## src/rtl/gs_if_fetch.sv

```systemverilog
// Instruction-fetch stage: issues in-order word fetches to instruction memory,
// tags each request with its PC and buffers the returned words in a small
// prefetch FIFO that decode drains through a valid/ready handshake.
//
// Handshakes (valid/ready): the decode side sees if_fetch_valid_o, which is
// held with a stable head until it is taken. A transfer happens on a rising
// edge where if_fetch_valid_o && id_ready_i && !halt_if_i. On the memory side
// a request transfers on a rising edge where imem_req_o && imem_gnt_i, and
// imem_req_o may be withdrawn before it is granted.
module gs_if_fetch #(
    parameter logic [31:0] BOOT_ADDR  = 32'h0000_0000,
    parameter int          FIFO_DEPTH = 2
) (
    input  logic        clk,
    input  logic        rst,
    input  logic        instr_fetch_i,
    input  logic [3:0]  pc_mux_sel_i,
    input  logic [31:0] branch_target_i,
    input  logic [31:0] jump_target_i,
    input  logic        flush_if_i,
    input  logic        halt_if_i,
    output logic        imem_req_o,
    output logic [31:0] imem_addr_o,
    input  logic        imem_gnt_i,
    input  logic        imem_rvalid_i,
    input  logic [31:0] imem_rdata_i,
    input  logic        id_ready_i,
    output logic        if_fetch_valid_o,
    output logic [31:0] if_instr_o,
    output logic [31:0] if_pc_o,
    output logic        dbg_state_o
);

    localparam int CW = $clog2(FIFO_DEPTH + 1);
    localparam logic [CW:0]   DEPTH_W = (CW + 1)'(FIFO_DEPTH);
    localparam logic [CW-1:0] DEPTH_N = CW'(FIFO_DEPTH);
    localparam logic [3:0] PC_BOOT   = 4'd0;
    localparam logic [3:0] PC_BRANCH = 4'd2;
    localparam logic [3:0] PC_JUMP   = 4'd3;

    typedef enum logic [0:0] {S_IDLE = 1'b0, S_RUN = 1'b1} state_e;

    state_e        state_q, state_d;
    logic [31:0]   pc_q, pc_d;
    logic [CW-1:0] out_q, out_d;
    logic [CW-1:0] drop_q, drop_d;
    logic [CW-1:0] cnt_q, cnt_d;
    logic [CW-1:0] cnt_eff;
    logic [CW:0]   occupancy;
    logic [31:0]   tag_q  [FIFO_DEPTH];
    logic [31:0]   tag_d  [FIFO_DEPTH];
    logic [31:0]   bpc_q  [FIFO_DEPTH];
    logic [31:0]   bpc_d  [FIFO_DEPTH];
    logic [31:0]   bins_q [FIFO_DEPTH];
    logic [31:0]   bins_d [FIFO_DEPTH];
    logic          redirect, pop, push, accept, dropping;
    logic [31:0]   target;

    // Control decode. The issue bound counts the head as already gone when it
    // is popped this cycle, so a 1-cycle memory sustains one fetch per cycle.
    always_comb begin
        redirect  = flush_if_i && (pc_mux_sel_i == PC_BRANCH || pc_mux_sel_i == PC_JUMP);
        target    = (pc_mux_sel_i == PC_JUMP) ? jump_target_i : branch_target_i;
        pop       = (cnt_q != '0) && id_ready_i && !halt_if_i;
        cnt_eff   = cnt_q - CW'(pop);
        occupancy = {1'b0, cnt_eff} + {1'b0, out_q};
        dropping  = imem_rvalid_i && (drop_q != '0);
        push      = imem_rvalid_i && !dropping && !flush_if_i;
    end

    // FSM next state and request generation; flush and halt suppress issue.
    always_comb begin
        state_d    = state_q;
        imem_req_o = 1'b0;
        case (state_q)
            S_IDLE: begin
                if (instr_fetch_i) state_d = S_RUN;
            end
            S_RUN: begin
                if (!halt_if_i && !flush_if_i && (occupancy < DEPTH_W)) imem_req_o = 1'b1;
            end
            default: state_d = S_IDLE;
        endcase
    end

    assign accept           = imem_req_o && imem_gnt_i;
    assign imem_addr_o      = pc_q;
    assign if_fetch_valid_o = (cnt_q != '0);
    assign if_pc_o          = if_fetch_valid_o ? bpc_q[0] : 32'd0;
    assign if_instr_o       = if_fetch_valid_o ? bins_q[0] : 32'd0;
    assign dbg_state_o      = (state_q == S_RUN);

    // Next-state for fetch PC, in-flight tags, drop counter and prefetch FIFO.
    always_comb begin
        pc_d   = pc_q;
        out_d  = out_q + CW'(accept) - CW'(imem_rvalid_i);
        drop_d = drop_q;
        cnt_d  = cnt_q;
        tag_d  = tag_q;
        bpc_d  = bpc_q;
        bins_d = bins_q;

        if (redirect) begin
            pc_d = {target[31:2], 2'b00};
        end else if (state_q == S_IDLE && pc_mux_sel_i == PC_BOOT) begin
            pc_d = BOOT_ADDR;
        end else if (accept) begin
            pc_d = pc_q + 32'd4;
        end

        // Tags are kept oldest-first; a response retires tag slot 0.
        if (imem_rvalid_i) begin
            for (int i = 0; i < FIFO_DEPTH - 1; i++) tag_d[i] = tag_q[i + 1];
        end
        if (accept) begin
            for (int i = 0; i < FIFO_DEPTH; i++) begin
                if (CW'(i) == out_q - CW'(imem_rvalid_i)) tag_d[i] = pc_q;
            end
        end

        // Every response still owed after a flush belongs to discarded work.
        if (flush_if_i) begin
            drop_d = out_q - CW'(imem_rvalid_i);
        end else if (dropping) begin
            drop_d = drop_q - CW'(1);
        end

        if (flush_if_i) begin
            cnt_d = '0;
        end else begin
            if (pop) begin
                for (int i = 0; i < FIFO_DEPTH - 1; i++) begin
                    bpc_d[i]  = bpc_q[i + 1];
                    bins_d[i] = bins_q[i + 1];
                end
            end
            cnt_d = cnt_eff;
            if (push) begin
                for (int i = 0; i < FIFO_DEPTH; i++) begin
                    if (CW'(i) == cnt_eff) begin
                        bpc_d[i]  = tag_q[0];
                        bins_d[i] = imem_rdata_i;
                    end
                end
                cnt_d = cnt_eff + CW'(1);
            end
        end
    end

    // FSM state register.
    always_ff @(posedge clk or negedge rst) begin
        if (!rst) state_q <= S_IDLE;
        else      state_q <= state_d;
    end

    // Datapath registers; reset drops all buffered and in-flight work.
    always_ff @(posedge clk or negedge rst) begin
        if (!rst) begin
            pc_q   <= BOOT_ADDR;
            out_q  <= '0;
            drop_q <= '0;
            cnt_q  <= '0;
            for (int i = 0; i < FIFO_DEPTH; i++) begin
                tag_q[i]  <= 32'd0;
                bpc_q[i]  <= 32'd0;
                bins_q[i] <= 32'd0;
            end
        end else begin
            pc_q   <= pc_d;
            out_q  <= out_d;
            drop_q <= drop_d;
            cnt_q  <= cnt_d;
            tag_q  <= tag_d;
            bpc_q  <= bpc_d;
            bins_q <= bins_d;
        end
    end

    outstanding_bound_a: assert property (@(posedge clk) disable iff (!rst) out_q <= DEPTH_N);

endmodule

```

## config.mk

```make
export PLATFORM = sky130hd
export DESIGN_NAME = gs_if_fetch
export DESIGN_NICKNAME = d
export VERILOG_FILES = /design/src/rtl/gs_if_fetch.sv
export SDC_FILE = /design/constraint.sdc
export NUM_CORES = 1
export LEC_CHECK = 0
export CAP_MARGIN = 20
export CORE_ASPECT_RATIO = 0.6
export CORE_MARGIN = 2
export CORE_UTILIZATION = 47
export DETAILED_ROUTE_END_ITERATION = 10
export HOLD_SLACK_MARGIN = 0.1
export PLACE_DENSITY_LB_ADDON = 0.15
export REMOVE_ABC_BUFFERS = 1
export SLEW_MARGIN = 10
export SYNTH_ARGS = -nofsm -noshare
export SYNTH_HDL_FRONTEND = slang
export SYNTH_SLANG_ARGS = --single-unit
```

## constraint.sdc

```tcl
create_clock -name clk -period 5.4 [get_ports clk]
set_input_delay 0.54 -clock clk [delete_from_list [all_inputs] [get_ports clk]]
set_output_delay 0.54 -clock clk [all_outputs]
set_load 0.1 [all_outputs]
```

Word-level counts from Yosys, hierarchy flattened

Cells that the tools add are included.

Register bits after elaboration: 231
Bits of input ports: 108
Output and inout bits: 99
Word-level logic and storage cells: 75

$add $sub $neg: 8
$lt $le $gt $ge: 1
Equal/unequal tests: 4
Muxes and demuxes: 26
Bitwise logic cells: 2
Reduce and logical (&&, ||, !) cells: 23

Operators with widths:

| kind                                                                  | count |
|---|---|
| 32-bit 2-to-1 mux                                                     | 15 |
| 64-bit 2-to-1 mux                                                     | 3 |
| 32-bit by 3-bit adder with 32-bit output, second input constant       | 1 |
| 1-bit logical AND                                                     | 10 |
| 4-bit by 2-bit equality test with 1-bit output, second input constant | 2 |
| 2-bit 2-to-1 mux                                                      | 4 |
| 2-bit nonzero test                                                    | 3 |
| 2-bit by 1-bit subtractor with 2-bit output                           | 3 |
| 1-bit by 2-bit equality test with 1-bit output, first input constant  | 2 |
| 2-bit zero test                                                       | 2 |
| 4-bit zero test                                                       | 1 |
| 1-bit 2-to-1 mux                                                      | 4 |
| 2-bit by 2-bit adder with 3-bit output                                | 1 |
| 1-bit zero test                                                       | 3 |
| 3-bit by 2-bit < comparator with 1-bit output, second input constant  | 1 |
| 3-bit AND reduction                                                   | 1 |
| 3-bit nonzero test                                                    | 1 |
| 2-bit by 1-bit adder with 2-bit output                                | 1 |
| 2-bit by 1-bit adder with 2-bit output, second input constant         | 1 |
| 1-bit inverter                                                        | 2 |
| 2-bit AND reduction                                                   | 1 |
| 2-bit by 1-bit subtractor with 2-bit output, second input constant    | 1 |
| 1-bit logical OR                                                      | 1 |

Logic depth before layout (Yosys ltp)

Gate-level depths: netlist of run 1.

Depth after elaboration: 13
Gate-level depth with buffers: 15
Depth with buffers taken out: 13

Worst setup path after synthesis of run 1

Ideal clock, no wire load.

Kind: input to output
Start: in halt_if_i
End: out imem_req_o
Data arrival time: 2.612 ns
Data required time: 4.860 ns
Slack: 2.248 ns
Stages: 6
Path buffers: 0
Cell sequence: nand2b_1 -> o21ai_0 -> nand2_1 -> fa_1 -> nor4bb_1 -> and2_1

Word-level cells in the longest chain between the ends: 8
Elaborated cells between the ends (all ways): 9
Those cells by class: 2 x add/sub; 1 x order compare; 2 x mux; 4 x reduce/logical

Ends and longest elaborated chain:

| item                                          | RTL line | text |
|---|---|---|
| start: declaration                            | 21       | `input logic halt_if_i,` |
| 1-bit zero test *                             | 64, 80   |  |
| 1-bit logical AND                             | 64       | `pop = (cnt_q != '0) && id_ready_i && !halt_if_i;` |
| 2-bit by 1-bit subtractor with 2-bit output   | 65       | `cnt_eff = cnt_q - CW'(pop);` |
| 2-bit by 2-bit adder with 3-bit output        | 66       | `occupancy = {1'b0, cnt_eff} + {1'b0, out_q};` |
| 3-bit by 2-bit < comparator with 1-bit output | 80       | `if (!halt_if_i && !flush_if_i && (occupancy < DEPTH_W)) imem_req_o = 1'b1;` |
| 1-bit logical AND *                           | 80       |  |
| 1-bit 2-to-1 mux *                            | 80       |  |
| 1-bit 2-to-1 mux *                            | 75       | `case (state_q)` |
| end: declaration                              | 22       | `output logic imem_req_o,` |

Mark *: on every way between the ends. The rest lies on a longest branch, timed or not.

==> results of run 1 <==
-- kinds of logic (layout without fill, tap and decap cells) --
group / Yosys count / count (layout) / synth area share
xor gates and xnor gates: 6 / 6 / 0.00474
other: 1 / 2 / 0.000338
muxes: 212 / 212 / 0.203
DFF: 227 / 227 / 0.513
AOI/OAI and AO/OA: 189 / 189 / 0.102
buffers and inverters: 83 / 263 / 0.0334
adders and majority gates: 8 / 8 / 0.00971
and+or+nand+nor: 291 / 291 / 0.134
-- cell usage in the layout, fill, tap and decap left out, types with 11 or more instances in the layout --
cell type                         netlist  final
sky130_fd_sc_hd__mux2_2               100    100
sky130_fd_sc_hd__clkbuf_16              0     23
sky130_fd_sc_hd__and2_1                69     68
sky130_fd_sc_hd__inv_1                 12     11
sky130_fd_sc_hd__mux2i_1              108    108
sky130_fd_sc_hd__o21ai_0               77     77
sky130_fd_sc_hd__a21oi_1               56     56
sky130_fd_sc_hd__nor3_1                14     13
sky130_fd_sc_hd__clkdlybuf4s50_1        0    196
sky130_fd_sc_hd__nor2_1                66     65
sky130_fd_sc_hd__dfrtp_1              227    227
sky130_fd_sc_hd__nand2_1               88     87
-- metal layers --
layer,vias to the layer above,GRT usage
li1,3929,-
met1,3968,0.338
met2,226,0.325
met3,25,0.0496
met4,0,0.0397
met5,-,0
-- worst min path at each step --
stage	start	endpoint	slack (ns)	cells after the start
4_1_cts	tag_q[26]	tag_q[26]	0.49	1
6_report	tag_q[26]	tag_q[26]	0.49	1
5_1_grt	imem_rvalid_i	tag_q[63]	0.51	3
3_5_place_dp	tag_q[26]	tag_q[26]	0.48	1
2_1_floorplan	rst	bins_q[0]	0.24	0
3_3_place_gp	tag_q[10]	tag_q[10]	0.47	1
-- sequential cells by signal, indices dropped and copies added, names as in the netlist --
| register | count |
|---|---|
| bins_q | 64 |
| bpc_q | 64 |
| tag_q | 62 |
| imem_addr_o | 30 |
| cnt_q | 2 |
| drop_q | 2 |
| out_q | 2 |
| dbg_state_o | 1 |
-- worst reg2reg max path: cells and delay by family (launching register included) --
kind,cells,cell delay (ns)
buf+inv,2,0.79
simple gates,6,1.69
fa+ha+maj,1,0.49
compound gates,2,0.37
flops,1,0.40
-- what timing repair did --
item,CTS,global route
hold buffers,1,0
endpoints found under the hold margin,56,0
resized for setup,0,0
-- report_power, final --
part / internal, mW / leakage, nW / switching (mW)
registers: 2.14 / 3.06 / 0.290
logic: 0.571 / 2.76 / 0.989
clock network: 0.859 / 0.340 / 0.641
-- layout make-up --
| class | count | area, µm² |
|---|---|---|
| fill | 1927 | 9150 |
| inverter | 13 | 48.8 |
| clock buffer | 32 | 629 |
| timing repair buffer | 211 | 2090 |
| sequential | 227 | 5680 |
| multi-input combinational | 708 | 5080 |
| tap | 315 | 394 |
| clock inverter | 7 | 66.3 |
-- per-stage QoR --
| step | utilization | power [mW] | cell area [µm²] | worst slack (ns) | hold WS, ns |
|---|---|---|---|---|---|
| 5_1_grt | 0.605 | 5.81 | 14000 | 0.957 | 0.510 |
| 2_1_floorplan | - | 3.51 | 10800 | -2.28 | 0.244 |
| 4_1_cts | 0.605 | 5.55 | 14000 | 1.41 | 0.493 |
| 3_3_place_gp | 0.574 | 3.99 | 13300 | 0.982 | 0.470 |
| 3_5_place_dp | 0.574 | 4.04 | 13300 | 0.887 | 0.480 |
| 6_report | 0.605 | 5.49 | 14000 | 1.33 | 0.491 |
==> results.md, run 1 <==
- The flow ran to the end, and the final reports show no timing, DRC or antenna violations.
- Buffers placed on the I/O ports in this run total 200.
- Based on the critical path, the design can be clocked at up to 0.246 GHz.
- The biggest area contributor in the post-synthesis netlist is sky130_fd_sc_hd__dfrtp_1.
- The max-slew violation count is 0.
- The largest net degree at the start of global routing is 172.
- Clock-pin slew was measured on the worst setup and hold paths at 0.06 ns.
- The half-perimeter wire length after placement is roughly 18 mm.
- The via count of the first global-routing pass is 7,796.
- Before antenna repair, the detailed router went through 4 iterations.
- The number of buffers added by the clock tree synthesis step is 22.
- During I/O placement, the number of pins put on the boundary was 207.
- The placement row count is 43.
- The endpoint of the worst setup timing path is tag_q[36].
- The share of the synthesized area in the top cell type is 0.513.
- The top fanout value on the critical path is 36.
- Summed over all failing endpoints, the final setup total negative slack is 0 ns.
- The most used flip-flop cell after synthesis is sky130_fd_sc_hd__dfrtp_1.
- The largest individual stage delay along the critical path comes from the cell sky130_fd_sc_hd__fa_1.
- The total setup buffers inserted after CTS is 0.
- The final setup violation count is 0.
- The global routing usage summed across all routing layers is 0.221.
- The static leakage power is 6.17 nW.
- The worst clock skew on the final layout is 0.0137 ns.
- The number of buffers and inverters on the critical path is 3.
- The path class of the tightest hold or removal check is reg2reg.
- The startpoint identified for the worst register-to-register timing path is cnt_q[0].
- Ranked by total cell area, the synthesized netlist is headed by sky130_fd_sc_hd__dfrtp_1 51%, sky130_fd_sc_hd__mux2_2 10%, sky130_fd_sc_hd__mux2i_1 9.8%.
- The startpoint type of the worst setup path is a primary input.
- The hold violation count in the final report is 0.
- The top metal layer carrying routed signals is met4.
- The number of cells on the worst reg-to-reg path is 11.
- In this run the tightest slew margin relative to its limit is 0.301.
- The transition time at the pin with the least slew margin is about 1.0 ns.
- The tree built by TritonCTS fans out to about 230 sinks.
- Measured along the y axis, the die boundary spans 123 µm.
- The data required time at the worst endpoint is 5.77 ns.
- The detail route stage leaves a number of antenna-violating nets equal to 0.
- Setup repair after global routing left no endpoint under its margin.
- The length of routed wiring on met1 is 13.5 mm.
- The reg-to-reg critical path endpoint is tag_q[36].
- The power density over the cells is 393 mW/mm².
- From left edge to right edge, the die measures about 200 µm.
- The cell family contributing the most delay on the critical path is simple AND/OR/NAND/NOR gates.
- The area of the core region is 0.0231 mm².
- The share of final-layout standard cells stronger than drive strength 1 is 0.140.
- For this block, the initial DRC count from the detailed router was between 400 and 500.
- The most common cell type on the critical path is sky130_fd_sc_hd__buf_4.
- The final standard cell count with taps included and fillers excluded is 1,513.
- The critical path runs through a total of 12 cells.
- In this run the mean area of a mapped cell was 10.9 µm².
- The number of register bits inferred by synthesis is 227.
- The die covers 0.0249 mm².
- Walking the worst path, the cells encountered are clkdlybuf4s50_1 -> nand2b_1 -> o21ai_0 -> nand2_1 -> fa_1 -> nor4bb_1 -> and3_1 -> buf_4 -> nand3_2 -> buf_4 -> nor2_1 -> a21oi_1.
- Dividing the final minimum period by the clock period gives 0.754.
- At the worst endpoint, the arrival time is 4.44 ns.
- The global placement routability congestion is 0.858.
- The routed design could run at a clock period as short as between 4 and 5 ns.
- The startpoint of the worst setup timing path is halt_if_i.
- The reported max-cap violation count is 0.
- Detailed routing inserted a total of 8,148 vias.
- Counting instances in the post-synthesis netlist gives the leading cell types as 227 x sky130_fd_sc_hd__dfrtp_1, 108 x sky130_fd_sc_hd__mux2i_1, 100 x sky130_fd_sc_hd__mux2_2, 88 x sky130_fd_sc_hd__nand2_1, 77 x sky130_fd_sc_hd__o21ai_0.
- The length of routed met3 wiring is 1.78 mm.
- Setup slack on the worst reg-to-reg path comes out at around 1.5 ns.
- The worst setup path is captured at a flip-flop.
- The average vias per placed instance is 5.39.
- Including well taps, the total number of placed cells is 1,473.
- The depth of the CTS H-tree is 1.
- Yosys mapped a number of flops with a built-in enable equal to 0.
- The remaining routing DRC violations is 0.
- Counting distinct cell types in the post-synthesis netlist gives 64.
- The area growth from synthesis to layout is 26.2%.
- The routed design has 27.2 mm of wire.
- The number of antenna violations at the first check in global routing is 0.
- The total overflow left after global routing is 0.
- The most common cell in the netlist is sky130_fd_sc_hd__dfrtp_1.
- The critical path in this run is classified as in2reg.
- Clock tree synthesis selected as its root buffer the cell sky130_fd_sc_hd__clkbuf_16.
- On the worst path, the slowest cell contributes a delay of 0.49 ns.
- For this run, the register share of the synthesized area comes to 0.513.
- The cell area after synthesis is 0.0111 mm².
- The final layout contains 1,299 nets.
- The number of synthesis warnings is 0.
- The clock tree buffer depth is 3.
- The first global-routing pass estimated approximately 43 mm of wire.
- Across the VDD grid, the largest voltage drop is around 270 µV.
- The clock latency at the later pin of the worst-skew pair is 0.50 ns.
- After detailed routing, the average wire length per cell comes to 18.0 µm.
- The starting utilization of the core area is 0.479.
- The share of flip-flops with an asynchronous set or reset is 1.00.
- The CTS tree is yes.
- Summed over all nets, wire length on met2 after detailed routing comes to 11.6 mm.
- In the synthesized netlist, the number of instances is roughly 1.0k.
- The total inserted antenna cells is 0.
No activity file was read; power rests on OpenSTA's default activity.
==> inputs of run 2 (changes only) <==
Clock period 5.4 ns to 3.53 ns, I/O delays scaled along.
==> run 2 against run 1 <==
Compared with the run above:
- worst hold slack got worse by 0.063 ns
- critical path type is now reg2reg
- total power rose by 56%
- final cell count rose by 1.3%
- first-iteration DRC count rose by 10%
- design area rose by 0.93%
- largest power group unchanged
- critical endpoint is now tag_q[46]
==> results.md, run 2 (same netlist as run 1, synthesis figures left out) <==
- The endpoint of the worst setup timing path is tag_q[46] (was tag_q[36]).
- The highest-delay cell along the critical path was sky130_fd_sc_hd__fa_1 (unchanged).
- The number of port buffers is 200 (unchanged).
- Timing would allow up to 0.335 GHz.
- Registers with the highest flip-flop counts: bins_q x64, bpc_q x64, tag_q x62 (unchanged).
- The worst stage delay on the critical path is 0.48 ns (was 0.49 ns).
- Result of the run: finished clean (unchanged).
- The CTS tree was yes (unchanged).
- The clock root buffer is sky130_fd_sc_hd__clkbuf_16 (unchanged).
- The number of cells on the worst reg-to-reg path is 11 (unchanged).
- RSZ-0062 raised after global routing: false (unchanged).
- The share of final-layout standard cells stronger than drive strength 1 was 0.207 (was 0.140).
- The clock period minus final worst setup slack is around 3 ns.
- The share of the cycle needed by the critical path after routing is 0.847.
- The hold violation count in the final report is 0 (unchanged).
- The total setup buffers inserted after CTS is 0 (unchanged).
- The worst clock skew on the final layout is 0.0172 ns (was 0.0137 ns).
- The final wirelength came to 28.2 mm (was 27.2 mm).
- The top fanout value on the critical path came to 30 (was 36).
- The area of the core region is 0.0231 mm² (unchanged).
- The setup TNS is 0 ns (unchanged).
- The highest ir drop seen on vdd was 392 µV (was 267 µV).
- The wire length of the first global-routing pass is 44.0 mm (was 43.5 mm).
- The total iterations of the first detailed-routing run came to 5 (was 4).
- The total inserted antenna cells came to 0 (unchanged).
- The number of antenna violations at the first check in global routing was 0 (unchanged).
- The global placement routability congestion was 0.857 (was 0.858).
- The remaining routing DRC violations came to 0 (unchanged).
- The area growth from synthesis to layout is 27.4% (was 26.2%).
- The final net count was 1,320 (was 1,299).
- The die extent in x is 202 µm (unchanged).
- The reg-to-reg critical path endpoint is tag_q[46] (was tag_q[36]).
- The final setup violation count came to 0 (unchanged).
- The number of cells traversed by the worst hold path is 3 (was 1).
- The critical path endpoint category is a flip-flop (unchanged).
- The worst max-slew margin expressed relative to the limit is 0.316 (was 0.301).
- The cell count after placement is 1,493 (was 1,473).
- The first-iteration detailed-routing DRC count is 541 (was 490).
- The placement row count is 43 (unchanged).
- The data required time at the worst endpoint was 3.89 ns (was 5.77 ns).
- The depth of the CTS H-tree is 1 (unchanged).
- The total number of vias is 8,306 (was 8,148).
- The average vias per placed instance came to 5.42 (was 5.39).
- The static leakage power is 6.45 nW (was 6.17 nW).
- The worst hold path class is in2reg (was reg2reg).
- The power density over the cells was 609 mW/mm² (was 393 mW/mm²).
- The number of top-level pins is 207 (unchanged).
- The sink count of the clock tree is 227 (unchanged).
- The transition time at the pin with the least slew margin is 1.02 ns (was 1.05 ns).
- The die area is 0.0249 mm² (unchanged).
- The arrival time at the worst endpoint is 3.35 ns (was 4.44 ns).
- The setup slack on the worst flop-to-flop path was 0.54 ns (was 1.52 ns).
- Highest-count cells in the layout ignoring fill and taps: 227 x sky130_fd_sc_hd__dfrtp_1, 131 x sky130_fd_sc_hd__clkdlybuf4s50_1, 108 x sky130_fd_sc_hd__mux2i_1, 100 x sky130_fd_sc_hd__mux2_2 (was 227 x sky130_fd_sc_hd__dfrtp_1, 196 x sky130_fd_sc_hd__clkdlybuf4s50_1, 108 x sky130_fd_sc_hd__mux2i_1, 100 x sky130_fd_sc_hd__mux2_2, 87 x sky130_fd_sc_hd__nand2_1).
- The clock slew at the register clock pins of the worst setup and hold paths came to 0.06 ns (about the same).
- The via count of the first global-routing pass was 7,852 (was 7,796).
- The startpoint type of the worst setup path is a flip-flop (was primary input).
- The clock tree buffer depth was 3 (unchanged).
- The half-perimeter wire length after placement came to 19.3 mm (was 17.9 mm).
- The detailed-route wire length per cell was 18.4 µm (was 18.0 µm).
- The reported max-cap violation count is 0 (unchanged).
- The global routing usage summed across all routing layers is 0.225 (was 0.221).
- The startpoint of the worst setup timing path is cnt_q[0] (was halt_if_i).
- The floorplan die height is 123 µm (unchanged).
- Cell-by-cell trace of the critical path: nand2b_1 -> o21ai_0 -> nand2_1 -> fa_1 -> nor4bb_1 -> and3_1 -> buf_4 -> nand3_2 -> buf_4 -> nor2_1 -> a21oi_1 (was clkdlybuf4s50_1 -> nand2b_1 -> o21ai_0 -> nand2_1 -> fa_1 -> nor4bb_1 -> and3_1 -> buf_4 -> nand3_2 -> buf_4 -> nor2_1 -> a21oi_1).
- The origin of the critical flop-to-flop path is cnt_q[0] (unchanged).
- The largest net degree at the start of global routing was 101 (was 172).
- The number of buffers added by the clock tree synthesis step came to 23 (was 22).
- The most common cell type on the critical path is sky130_fd_sc_hd__buf_4 (unchanged).
- The global route total overflow is 0 (unchanged).
- The starting utilization of the core area is 0.479 (unchanged).
- The max-slew violation count is 0 (unchanged).
- The count of antenna-violating nets left after detailed routing is 0 (unchanged).
- The final standard cell count with taps included and fillers excluded is 1,533 (was 1,513).
- The startpoint-to-endpoint class of the critical path is reg2reg (was in2reg).
- The most common library cell in the layout ignoring fill and taps is sky130_fd_sc_hd__dfrtp_1 (unchanged).
- The clock latency at the later pin of the worst-skew pair is 0.51 ns (was 0.50 ns).
## run 2: timing repair
action                                 in CTS  in global routing
hold buffers                                1                  0
resized for setup                           0                  0
endpoints found under the hold margin      95                  0
## run 2: worst min-delay path by stage
stage                startpoint          to  slack (ns)
2_1_floorplan               rst   bins_q[0]        0.06
5_1_grt        imem_rdata_i[27]  bins_q[59]        0.44
4_1_cts        imem_rdata_i[30]  bins_q[62]        0.41
6_report       imem_rdata_i[30]  bins_q[62]        0.43
3_3_place_gp                rst   bins_q[1]        0.45
3_5_place_dp                rst   bins_q[1]        0.44
## run 2: per-layer routing
| metal | track usage | vias to the layer above | wire [µm] |
|---|---|---|---|
| met5 | 0 | - | 0 |
| met4 | 0.0465 | 0 | 500 |
| met3 | 0.0440 | 36 | 1780 |
| met2 | 0.336 | 229 | 12000 |
| met1 | 0.341 | 4063 | 13900 |
| li1 | - | 3978 | - |
## run 2: stage by stage
stage	hold WS (ns)	utilization	power, mW	instance area, µm²	setup slack (ns)
global route	0.438	0.610	9.05	14100	0.358
CTS	0.415	0.610	8.66	14100	0.523
global placement	0.447	0.578	6.14	13400	0.0973
finish	0.428	0.610	8.60	14100	0.541
detailed placement	0.439	0.578	6.20	13400	0.0703
floorplan	0.0574	-	5.37	10800	-3.96
## run 2: final cells by class
class / count / area, µm²
flip-flops and latches: 227 / 5680
repair buffers: 231 / 2180
inverters: 13 / 48.8
clock buffers: 33 / 633
fillers: 1937 / 9010
multi-input cells: 708 / 5080
clock inverters: 6 / 105
well taps: 315 / 394
## run 2: report_power, final
part	switching (mW)	internal [mW]
sequential	0.454	3.28
clock	0.994	1.46
combinational	1.52	0.889
total	2.97	5.63
## run 2: critical path, delay by kind of cell (launching register included)
kind	cells	cell delay, ns
buffers and inverters	2	0.49
adder cells (fa/ha/maj)	1	0.48
AO/OA/AOI/OAI	2	0.35
AND/OR/NAND/NOR	6	1.12
flip-flops	1	0.40
==> inputs of run 3 (changes only) <==
Clock period 3.53 ns to 2.87 ns, I/O delays scaled along.
==> run 3 against run 2 <==
Compared with the run above:
- die area unchanged
- combinational power increased by 24%
- wire length increased by 2.6%
- worst setup slack got worse by 0.41 ns
- count of clock-buffer cells in the layout unchanged
- sequential power increased by 23%
- first-iteration DRC count increased by 13%
- final cell count increased by 0.91%
- critical path type is now in2reg
==> results.md, run 3 (same netlist as run 1, synthesis figures left out) <==
- The transition time at the pin with the least slew margin was 0.753 ns (was 1.02 ns).
- The average vias per placed instance was 5.45 (was 5.42).
- The number of cells on the worst reg-to-reg path is 10 (was 11).
- Highest-count cells in the layout ignoring fill and taps: 227 x sky130_fd_sc_hd__dfrtp_1, 129 x sky130_fd_sc_hd__buf_4, 108 x sky130_fd_sc_hd__mux2i_1, 100 x sky130_fd_sc_hd__mux2_2, 100 x sky130_fd_sc_hd__clkdlybuf4s50_1 (was 227 x sky130_fd_sc_hd__dfrtp_1, 131 x sky130_fd_sc_hd__clkdlybuf4s50_1, 108 x sky130_fd_sc_hd__mux2i_1, 100 x sky130_fd_sc_hd__mux2_2).
- The most common cell type on the critical path was sky130_fd_sc_hd__nand2_1 (was sky130_fd_sc_hd__buf_4).
- The endpoint of the worst setup timing path is tag_q[22] (was tag_q[46]).
- The placement row count came to 43 (unchanged).
- The top fanout value on the critical path came to 6 (was 30).
- The number of top-level pins came to 207 (unchanged).
- The half-perimeter wire length after placement is 19.7 mm (was 19.3 mm).
- The max-slew violation count is 0 (unchanged).
- The most common library cell in the layout ignoring fill and taps is sky130_fd_sc_hd__dfrtp_1 (unchanged).
- The share of final-layout standard cells stronger than drive strength 1 is 0.248 (was 0.207).
- The depth of the CTS H-tree is 1 (unchanged).
- The wire length of the first global-routing pass is 44.8 mm (was 44.0 mm).
- The worst hold path startpoint is instr_fetch_i (was imem_rdata_i[30]).
- The total number of vias came to 8,432 (was 8,306).
- The first-iteration detailed-routing DRC count is 613 (was 541).
- The clock latency at the later pin of the worst-skew pair is 0.51 ns (about the same).
- The highest ir drop seen on vdd is 405 µV (was 392 µV).
- The startpoint type of the worst setup path is a primary input (was flip-flop).
- The worst hold path class was in2reg (unchanged).
- Result of the run: finished clean (unchanged).
- The startpoint-to-endpoint class of the critical path is in2reg (was reg2reg).
- The critical path endpoint category is a flip-flop (unchanged).
- Of the available clock period, the critical path in the final layout requires 0.955.
- The hold violation count in the final report is 0 (unchanged).
- The worst max-slew margin expressed relative to the limit is 0.498 (was 0.316).
- The die area is 0.0249 mm² (unchanged).
- The floorplan die height is 123 µm (unchanged).
- The worst stage delay on the critical path is 0.52 ns (was 0.48 ns).
- The area growth from synthesis to layout is 28.0% (was 27.4%).
- The number of port buffers is 200 (unchanged).
- The family of cells with the greatest summed delay on the critical path is simple AND/OR/NAND/NOR gates (unchanged).
- The setup slack on the worst flop-to-flop path is 0.13 ns (was 0.54 ns).
- The global route total overflow came to 0 (unchanged).
- The data required time at the worst endpoint is 3.25 ns (was 3.89 ns).
- The clock root buffer is sky130_fd_sc_hd__clkbuf_16 (unchanged).
- The arrival time at the worst endpoint came to 3.12 ns (was 3.35 ns).
- The remaining routing DRC violations is 0 (unchanged).
- The total iterations of the first detailed-routing run was 5 (unchanged).
- The CTS tree is yes (unchanged).
- The highest-delay cell along the critical path is sky130_fd_sc_hd__clkdlybuf4s50_1 (was sky130_fd_sc_hd__fa_1).
- The clock tree buffer depth came to 3 (unchanged).
- The count of antenna-violating nets left after detailed routing came to 0 (unchanged).
- The reg-to-reg critical path endpoint is tag_q[22] (was tag_q[46]).
- The number of buffers and inverters on the critical path came to 2 (unchanged).
- The global routing usage summed across all routing layers is 0.228 (was 0.225).
- The worst clock skew on the final layout is 0.0225 ns (was 0.0172 ns).
- The power after layout was 10.5 mW (was 8.60 mW).
- For this run, the top clock speed supported by timing is 0.365 GHz.
- The setup TNS was 0 ns (unchanged).
- The power density over the cells came to 739 mW/mm² (was 609 mW/mm²).
- The final wirelength is 28.9 mm (was 28.2 mm).
- The area of the core region is 0.0231 mm² (unchanged).
- RSZ-0062 raised after global routing: false (unchanged).
- The clock period minus final worst setup slack is ~2.7 ns.
- The static leakage power is 6.60 nW (was 6.45 nW).
- The starting utilization of the core area is 0.479 (unchanged).
- The number of filler instances in the final layout is 1,990 (was 1,937).
- The final setup violation count came to 0 (unchanged).
- The number of buffers added by the clock tree synthesis step is 22 (was 23).
- The detailed-route wire length per cell is 18.7 µm (was 18.4 µm).
- The die extent in x is 202 µm (unchanged).
- The via count of the first global-routing pass is 8,082 (was 7,852).
- The reported max-cap violation count is 0 (unchanged).
- The number of antenna violations at the first check in global routing is 0 (unchanged).
- The worst hold slack is 0.352 ns (was 0.428 ns).
- The origin of the critical flop-to-flop path is cnt_q[0] (unchanged).
- Cell-by-cell trace of the critical path: clkdlybuf4s50_1 -> nand2b_1 -> nand2_1 -> o21ai_2 -> nand2_1 -> fa_1 -> nor4bb_4 -> and3_4 -> nand2_1 -> nor2_4 -> clkbuf_16 -> mux2_2 (was nand2b_1 -> o21ai_0 -> nand2_1 -> fa_1 -> nor4bb_1 -> and3_1 -> buf_4 -> nand3_2 -> buf_4 -> nor2_1 -> a21oi_1).
- The clock slew at the register clock pins of the worst setup and hold paths is 0.06 ns (about the same).
- The number of cells on the critical path was 12 (was 11).
- The startpoint of the worst setup timing path is halt_if_i (was cnt_q[0]).
- The sink count of the clock tree was 227 (unchanged).
- The largest net degree at the start of global routing is 92 (was 101).
- The global placement routability congestion was 0.872 (was 0.857).
- The final net count is 1,332 (was 1,320).
- The total inserted antenna cells is 0 (unchanged).
- Registers with the highest flip-flop counts: bins_q x64, bpc_q x64, tag_q x62 (unchanged).
==> run 3: cell count changes in the layout (fill, tap and decap cells not counted), sizes merged <==
cell | previous run | this run
clkbuf | 33 | 34
clkdlybuf4s50 | 131 | 100
buf | 99 | 142
bufinv | 3 | 0
clkinv | 3 | 7
==> run 3: area by class of cell <==
class	count	area (µm²)	area share
clock buffer	33	693	0.0489
sequential	227	5680	0.400
tap	315	394	0.0278
timing repair buffer	244	2230	0.157
clock inverter	7	35.0	0.00247
multi-input combinational	708	5110	0.360
inverter	13	48.8	0.00344
==> run 3: power breakdown <==
group	leakage, nW	internal, mW	switching (mW)	total [mW]
clock network	0.371	1.67	1.22	2.89
logic	3.17	1.10	1.90	3.00
registers	3.06	4.03	0.565	4.60
==> run 3: repair_timing <==
| action | 4_1_cts | 5_1_grt |
|---|---|---|
| cloned | 0 | 1 |
| pin swaps | 0 | 3 |
| endpoints found under the setup margin | 19 | 94 |
| hold buffers | 1 | 0 |
| buffers inserted | 0 | 0 |
| endpoints found under the hold margin | 85 | 0 |
| gates resized for setup | 1 | 6 |
==> run 3: stage by stage <==
step                      instances  area (µm²)  utilization  setup WS, ns
after global placement         1505       13400        0.579        -0.310
after CTS                      1546       14100        0.611       0.00695
after detailed placement       1505       13400        0.579        -0.425
final                          1547       14200        0.613         0.128
after floorplan                 948       10800            -         -4.55
after global routing           1547       14200        0.613        0.0118
==> run 3: worst min-delay path by stage <==
stage / slack [ns] / cells after the start / end
global placement: 0.35 / 1 / bins_q[33]
floorplan: -0.009 / 0 / bins_q[0]
finish: 0.35 / 2 / dbg_state_o
global route: 0.36 / 3 / bins_q[59]
detailed placement: 0.36 / 1 / bins_q[33]
CTS: 0.34 / 2 / dbg_state_o
==> run 3: per-layer routing <==
layer,vias up,global-route usage,part of all wire
li1,4002,-,-
met1,4111,0.344,0.48
met2,280,0.339,0.43
met3,39,0.0477,0.071
met4,0,0.0474,0.018
met5,-,0,0
